### src/rtl/main_ctrl_pkg.sv
// Shared definitions for the multicycle main control FSM and its decoder:
// state encodings, opcode constants, InOp codes (also consumed by ALU_Control)
// and the packed control word driven onto the datapath.
package main_ctrl_pkg;

    localparam int unsigned STATE_W  = 4;
    localparam int unsigned OPCODE_W = 6;
    localparam int unsigned INOP_W   = 3;

    typedef enum logic [STATE_W-1:0] {
        ST_FETCH  = 4'd0,
        ST_DECODE = 4'd1,
        ST_MEMADR = 4'd2,
        ST_MEMRD  = 4'd3,
        ST_MEMWB  = 4'd4,
        ST_MEMWR  = 4'd5,
        ST_EXEC   = 4'd6,
        ST_RWB    = 4'd7,
        ST_BRANCH = 4'd8,
        ST_JUMP   = 4'd9,
        ST_ADDIEX = 4'd10,
        ST_ADDIWB = 4'd11
    } state_e;

    localparam logic [OPCODE_W-1:0] OP_RTYPE = 6'b000000;
    localparam logic [OPCODE_W-1:0] OP_LW    = 6'b100011;
    localparam logic [OPCODE_W-1:0] OP_SW    = 6'b101011;
    localparam logic [OPCODE_W-1:0] OP_BEQ   = 6'b000100;
    localparam logic [OPCODE_W-1:0] OP_J     = 6'b000010;
    localparam logic [OPCODE_W-1:0] OP_ADDI  = 6'b001000;

    localparam logic [INOP_W-1:0] ALUOP_FUNC = 3'b000;
    localparam logic [INOP_W-1:0] ALUOP_ADD  = 3'b001;
    localparam logic [INOP_W-1:0] ALUOP_SUB  = 3'b010;

    // Datapath control word decoded from the current state.
    typedef struct packed {
        logic              pc_write;
        logic              pc_write_cond;
        logic              iord;
        logic              mem_read;
        logic              mem_write;
        logic              ir_write;
        logic              mem_to_reg;
        logic              reg_dst;
        logic              reg_write;
        logic              alu_src_a;
        logic [1:0]        alu_src_b;
        logic [1:0]        pc_source;
        logic [INOP_W-1:0] in_op;
    } ctrl_word_t;

    localparam ctrl_word_t CTRL_IDLE = '0;

endpackage

### src/rtl/main_ctrl_decode.sv
// Combinational state -> control word decoder (Moore outputs).
// Ports:
//   i_state  current FSM state
//   o_ctrl   datapath control word; all zero for unreachable encodings
module main_ctrl_decode
    import main_ctrl_pkg::*;
(
    input  state_e     i_state,
    output ctrl_word_t o_ctrl
);

    always_comb begin
        o_ctrl = CTRL_IDLE;
        case (i_state)
            ST_FETCH: begin
                o_ctrl.mem_read  = 1'b1;
                o_ctrl.ir_write  = 1'b1;
                o_ctrl.alu_src_b = 2'b01;
                o_ctrl.in_op     = ALUOP_ADD;
                o_ctrl.pc_write  = 1'b1;
                o_ctrl.pc_source = 2'b00;
            end
            ST_DECODE: begin
                // Speculative branch target into ALUOut.
                o_ctrl.alu_src_b = 2'b11;
                o_ctrl.in_op     = ALUOP_ADD;
            end
            ST_MEMADR, ST_ADDIEX: begin
                o_ctrl.alu_src_a = 1'b1;
                o_ctrl.alu_src_b = 2'b10;
                o_ctrl.in_op     = ALUOP_ADD;
            end
            ST_MEMRD: begin
                o_ctrl.mem_read = 1'b1;
                o_ctrl.iord     = 1'b1;
            end
            ST_MEMWB: begin
                o_ctrl.reg_write  = 1'b1;
                o_ctrl.mem_to_reg = 1'b1;
            end
            ST_MEMWR: begin
                o_ctrl.mem_write = 1'b1;
                o_ctrl.iord      = 1'b1;
            end
            ST_EXEC: begin
                o_ctrl.alu_src_a = 1'b1;
                o_ctrl.in_op     = ALUOP_FUNC;
            end
            ST_RWB: begin
                o_ctrl.reg_write = 1'b1;
                o_ctrl.reg_dst   = 1'b1;
            end
            ST_BRANCH: begin
                o_ctrl.alu_src_a     = 1'b1;
                o_ctrl.in_op         = ALUOP_SUB;
                o_ctrl.pc_write_cond = 1'b1;
                o_ctrl.pc_source     = 2'b01;
            end
            ST_JUMP: begin
                o_ctrl.pc_write  = 1'b1;
                o_ctrl.pc_source = 2'b10;
            end
            ST_ADDIWB: begin
                o_ctrl.reg_write = 1'b1;
            end
            default: o_ctrl = CTRL_IDLE;
        endcase
    end

endmodule

### src/rtl/multicycle_main_control.sv
// Multicycle MIPS-subset main control: state register, next-state logic,
// retired-instruction counter, PCEn and reset gating of all outputs.
// Ports:
//   clk, reset                      clock, async active-high reset
//   Opcode, Zero                    instruction opcode, ALU zero flag
//   PCEn .. InOp                    datapath enables/selects (Moore, PCEn also uses Zero)
//   IllegalOp                       pulse in DECODE on an unknown opcode
//   InstrCount                      retired instructions, wraps modulo 2^CNT_W
//   State                           current state encoding
module multicycle_main_control
    import main_ctrl_pkg::*;
#(
    parameter int unsigned CNT_W = 16
) (
    input  logic              clk,
    input  logic              reset,
    input  logic [5:0]        Opcode,
    input  logic              Zero,
    output logic              PCEn,
    output logic              IorD,
    output logic              MemRead,
    output logic              MemWrite,
    output logic              IRWrite,
    output logic              MemtoReg,
    output logic              RegDst,
    output logic              RegWrite,
    output logic              ALUSrcA,
    output logic [1:0]        ALUSrcB,
    output logic [1:0]        PCSource,
    output logic [2:0]        InOp,
    output logic              IllegalOp,
    output logic [CNT_W-1:0]  InstrCount,
    output logic [3:0]        State
);

    state_e             r_state;
    state_e             w_state_next;
    logic               w_illegal;
    logic               w_retire;
    logic [CNT_W-1:0]   r_count;
    ctrl_word_t         w_ctrl;
    ctrl_word_t         w_ctrl_g;

    // State register.
    always_ff @(posedge clk or posedge reset) begin
        if (reset) r_state <= ST_FETCH;
        else       r_state <= w_state_next;
    end

    // Next-state, illegal-opcode and retire decode.
    always_comb begin
        w_state_next = ST_FETCH;
        w_illegal    = 1'b0;
        w_retire     = 1'b0;
        case (r_state)
            ST_FETCH: w_state_next = ST_DECODE;
            ST_DECODE: begin
                case (Opcode)
                    OP_LW, OP_SW: w_state_next = ST_MEMADR;
                    OP_RTYPE:     w_state_next = ST_EXEC;
                    OP_BEQ:       w_state_next = ST_BRANCH;
                    OP_J:         w_state_next = ST_JUMP;
                    OP_ADDI:      w_state_next = ST_ADDIEX;
                    default: begin
                        w_state_next = ST_FETCH;
                        w_illegal    = 1'b1;
                    end
                endcase
            end
            // An opcode that is neither lw nor sw here is dropped without retiring.
            ST_MEMADR: begin
                if (Opcode == OP_LW)      w_state_next = ST_MEMRD;
                else if (Opcode == OP_SW) w_state_next = ST_MEMWR;
                else                      w_state_next = ST_FETCH;
            end
            ST_MEMRD:  w_state_next = ST_MEMWB;
            ST_EXEC:   w_state_next = ST_RWB;
            ST_ADDIEX: w_state_next = ST_ADDIWB;
            ST_MEMWB, ST_MEMWR, ST_RWB, ST_BRANCH, ST_JUMP, ST_ADDIWB: begin
                w_state_next = ST_FETCH;
                w_retire     = 1'b1;
            end
            default: w_state_next = ST_FETCH;
        endcase
    end

    // Retired-instruction counter.
    always_ff @(posedge clk or posedge reset) begin
        if (reset)         r_count <= '0;
        else if (w_retire) r_count <= r_count + CNT_W'(1);
    end

    main_ctrl_decode u_decode (
        .i_state (r_state),
        .o_ctrl  (w_ctrl)
    );

    // Reset forces every output low, even though FETCH is already loaded.
    assign w_ctrl_g   = reset ? CTRL_IDLE : w_ctrl;

    assign PCEn       = w_ctrl_g.pc_write | (w_ctrl_g.pc_write_cond & Zero);
    assign IorD       = w_ctrl_g.iord;
    assign MemRead    = w_ctrl_g.mem_read;
    assign MemWrite   = w_ctrl_g.mem_write;
    assign IRWrite    = w_ctrl_g.ir_write;
    assign MemtoReg   = w_ctrl_g.mem_to_reg;
    assign RegDst     = w_ctrl_g.reg_dst;
    assign RegWrite   = w_ctrl_g.reg_write;
    assign ALUSrcA    = w_ctrl_g.alu_src_a;
    assign ALUSrcB    = w_ctrl_g.alu_src_b;
    assign PCSource   = w_ctrl_g.pc_source;
    assign InOp       = w_ctrl_g.in_op;
    assign IllegalOp  = w_illegal & ~reset;
    assign InstrCount = r_count;
    assign State      = reset ? 4'd0 : 4'(r_state);

endmodule

### config.mk
export PLATFORM = sky130hd
export DESIGN_NAME = multicycle_main_control
export DESIGN_NICKNAME = d
export VERILOG_FILES = /design/src/rtl/main_ctrl_pkg.sv /design/src/rtl/main_ctrl_decode.sv /design/src/rtl/multicycle_main_control.sv
export SDC_FILE = /design/constraint.sdc
export NUM_CORES = 1
export LEC_CHECK = 0
export CAP_MARGIN = 30
export CELL_PAD_IN_SITES_DETAIL_PLACEMENT = 0
export CELL_PAD_IN_SITES_GLOBAL_PLACEMENT = 2
export CORE_MARGIN = 1
export CORE_UTILIZATION = 23
export CTS_CLUSTER_DIAMETER = 200
export DETAILED_ROUTE_END_ITERATION = 8
export PLACE_DENSITY_LB_ADDON = 0.1
export SETUP_SLACK_MARGIN = 0.3
export SYNTH_ARGS = -nofsm -noshare
export SYNTH_HDL_FRONTEND = slang
export SYNTH_SLANG_ARGS = --single-unit
### constraint.sdc
create_clock -name clk -period 2.2 [get_ports clk]
set_clock_uncertainty 0.2 [all_clocks]
set_input_delay 0.55 -clock clk [delete_from_list [all_inputs] [get_ports clk]]
set_output_delay 0.55 -clock clk [all_outputs]
set_load 0.05 [all_outputs]
==> results of run 1 <==
-- registers in the layout (all words and copies together), names as in the netlist --
register and cells:
InstrCount 16, r_state 4
-- power by group --
part           leakage [uW]  switching (uW)  internal, uW  total [uW]
Sequential         0.000264            65.2           419         484
Combinational      0.000884             660           587        1250
Clock             0.0000228             111           129         239
Total               0.00117             836          1130        1970
-- timing repair --
action / 4_1_cts / 5_1_grt
pin swaps: 17 / 18
setup endpoints to repair: 22 / 30
gates resized for setup: 80 / 20
cloned: 0 / 0
setup buffers: 14 / 4
-- per-layer routing --
metal	wire, um	global-route usage, %	part of all wire (%)	vias to the layer above
li1	-	-	-	670
met1	1690	17.7	43	669
met2	2070	23.1	53	27
met3	127	3.33	3.3	2
met4	19	2.31	0.49	0
met5	0	0	0	-
-- cell type report --
type | instances | area share [%]
timing repair buffer | 95 | 37.9
tap | 70 | 3.25
multi-input combinational | 108 | 37.6
clock buffer | 4 | 1.67
inverter | 4 | 0.788
sequential | 20 | 18.8
-- Yosys cell counts, types with 3 or more instances --
cell,instances
dfrtp_1,20
nor2_1,15
nand2_1,13
xnor2_1,11
nand3_1,6
nand4_1,6
nor3_1,6
nor2b_1,5
xor2_1,5
inv_1,4
nand2b_1,4
a21oi_1,3
buf_4,3
nor3_2,3
-- per-stage QoR --
stage | util (%) | setup slack, ns
6_report | 51.5 | -0.149
5_1_grt | 51.5 | -0.203
4_1_cts | 49.7 | -0.226
3_5_place_dp | 43.3 | -0.596
3_3_place_gp | 43.3 | -0.565
2_1_floorplan | - | -0.297
-- kinds of logic (layout without fill, tap and decap cells) --
kind of cell	count (synthesis)	after routing	share of synthesized area [%]
adder cells (fa/ha/maj)	1	1	0.972
multiplexers	2	2	1.75
other	1	1	0.291
AO/OA/AOI/OAI	15	15	8.84
buffers and inverters	12	103	5.25
flip-flops	20	20	38.9
XOR/XNOR	17	17	12.1
AND/OR/NAND/NOR	72	72	31.9
-- worst max-delay path, stage by stage --
cell     delay [ns]
buf_6          0.09
or4_4          0.55
nor3_4         0.18
nor4b_4        0.07
buf_6          0.15
-- final timing paths --
| check | slack (ns) | end | from |
|---|---|---|---|
| min in group clk | 0.29 | InstrCount[15] | InstrCount[15] |
| max | -0.15 | IllegalOp | Opcode[2] |
| min | 0.25 | r_state[3] | reset |
| max reg2reg | 0.24 | InstrCount[13] | r_state[2] |
| max in group asynchronous | 1.33 | InstrCount[0] | reset |
| min reg2reg | 0.29 | InstrCount[15] | InstrCount[15] |
==> qor.txt, run 1 <==
Highest Clock Rate: 426 MHz
Crit end category: primary output
Routability cong.: 0.732
Post-synth EDFFs: 0
Die outline width: 76.8 um
Top cells by area, synth: dfrtp_1 (39%), xnor2_1 (7.5%), nor2_1 (4.4%)
H-tree lvl count: 1
Row count: 26
Synth unique cells: 43
Maximum VDD drop: 337 uV
Vias in the first global route: 1358
Die Area: 5900 sq um
Clock sinks: 20
Buffers on Ports: 44
RSZ-0062 raised after global routing: true
Max-cap violation count: 0
Sequential cell area fraction in the yosys report: 38.9%
Root Driver: clkbuf_8
WS Path Type: primary input to primary output
Final setup vio count: 13
Most used DFF post-synth: dfrtp_1
Pwr per Cell Area: 730 nW/um^2
GRT overflow: 0
Initial antenna violation count: 0
Area of the core: 5240 sq um
# IOs: 46
Fill cells: 471
Die height: 76.8 um
Fin. Hold Viols: 0
Clk_lat worst skew: 0.25 ns
Status: finished, violations left
CP arrival: 1.60 ns
Finished Layout Cells: 301
Area of the multi-input gates: 1010 sq um
HP Class: primary input to asynchronous set/reset pin
Placed Area: 2270 sq um
Cell taking the most area after synthesis: dfrtp_1
Max Transition Viols Final: 0
Synth Instances: 140
CTS Buf Count: 3
First-pass GRT wire length: 6500 um
R2r worst-path depth: 7
PnR Total Power: 1970 uW
Syn Nets: 150
Router iterations before antenna repair: 4
Initial core utilization: 24.6%
Most frequent cells in the layout: buf_4 (46), buf_6 (22), buf_12 (18), dfrtp_1 (15), xnor2_1 (11)
Fin Hold WS: 0.247 ns
Final HPWL DP: 2880 um
CTS Hold Bufs: 0
FF+latch count, synth: 20
All-Layer GR Usage: 13.7%
Vias/cell: 4.54
Syn avg cell area: 9.20 sq um
DRT iter0 DRCs: 37
DR WL/cell: 13.0 um
Leak pwr: 0.00117 uW
DRC: 0
Inst Count DP: 279
Commonest non-fill, non-tap cell in the layout: buf_4
Largest net degree at the start of global routing: 21
Synth top area share: 38.9%
Req. time, crit path: 1.45 ns
P&R area growth vs syn: 110%
Worst Slack Setup Final: -0.149 ns
Clk buf depth: 2
CTS tree: done
Ys async rst share: 100%
Fin Setup TNS: -1.05 ns
CTS clk-pin slew, worst paths: 0.07 ns
Vias: 1368
Failing checks: negative setup slack
DRT Wirelength: 3910 um
Layout cell share with drive strength beyond 1: 65.8%
Ys Warns: 0
CP Max Fanout: 2
Startpoint Class: primary input
Post-route antenna net violation count: 0
Final Cycle Share: 107%
Fin crit period: 2.35 ns
# diodes: 0
Post-route design area: 2700 sq um
FF+latch area: 507 sq um
Post-layout nets: 242
Syn Std Cell Area: 1290 sq um
Note: power is estimated with default switching activity, not from simulation.
==> run 2: changes to the inputs <==
--- a/config.mk
+++ b/config.mk
@@ -5,7 +5,7 @@
 export SDC_FILE = /design/constraint.sdc
 export NUM_CORES = 1
 export LEC_CHECK = 0
-export CAP_MARGIN = 30
+export CAP_MARGIN = 20
 export CELL_PAD_IN_SITES_DETAIL_PLACEMENT = 0
 export CELL_PAD_IN_SITES_GLOBAL_PLACEMENT = 2
 export CORE_MARGIN = 1
==> results of run 2 <==
Same layout as run 1: the final DEF is identical, and so are final timing and power.
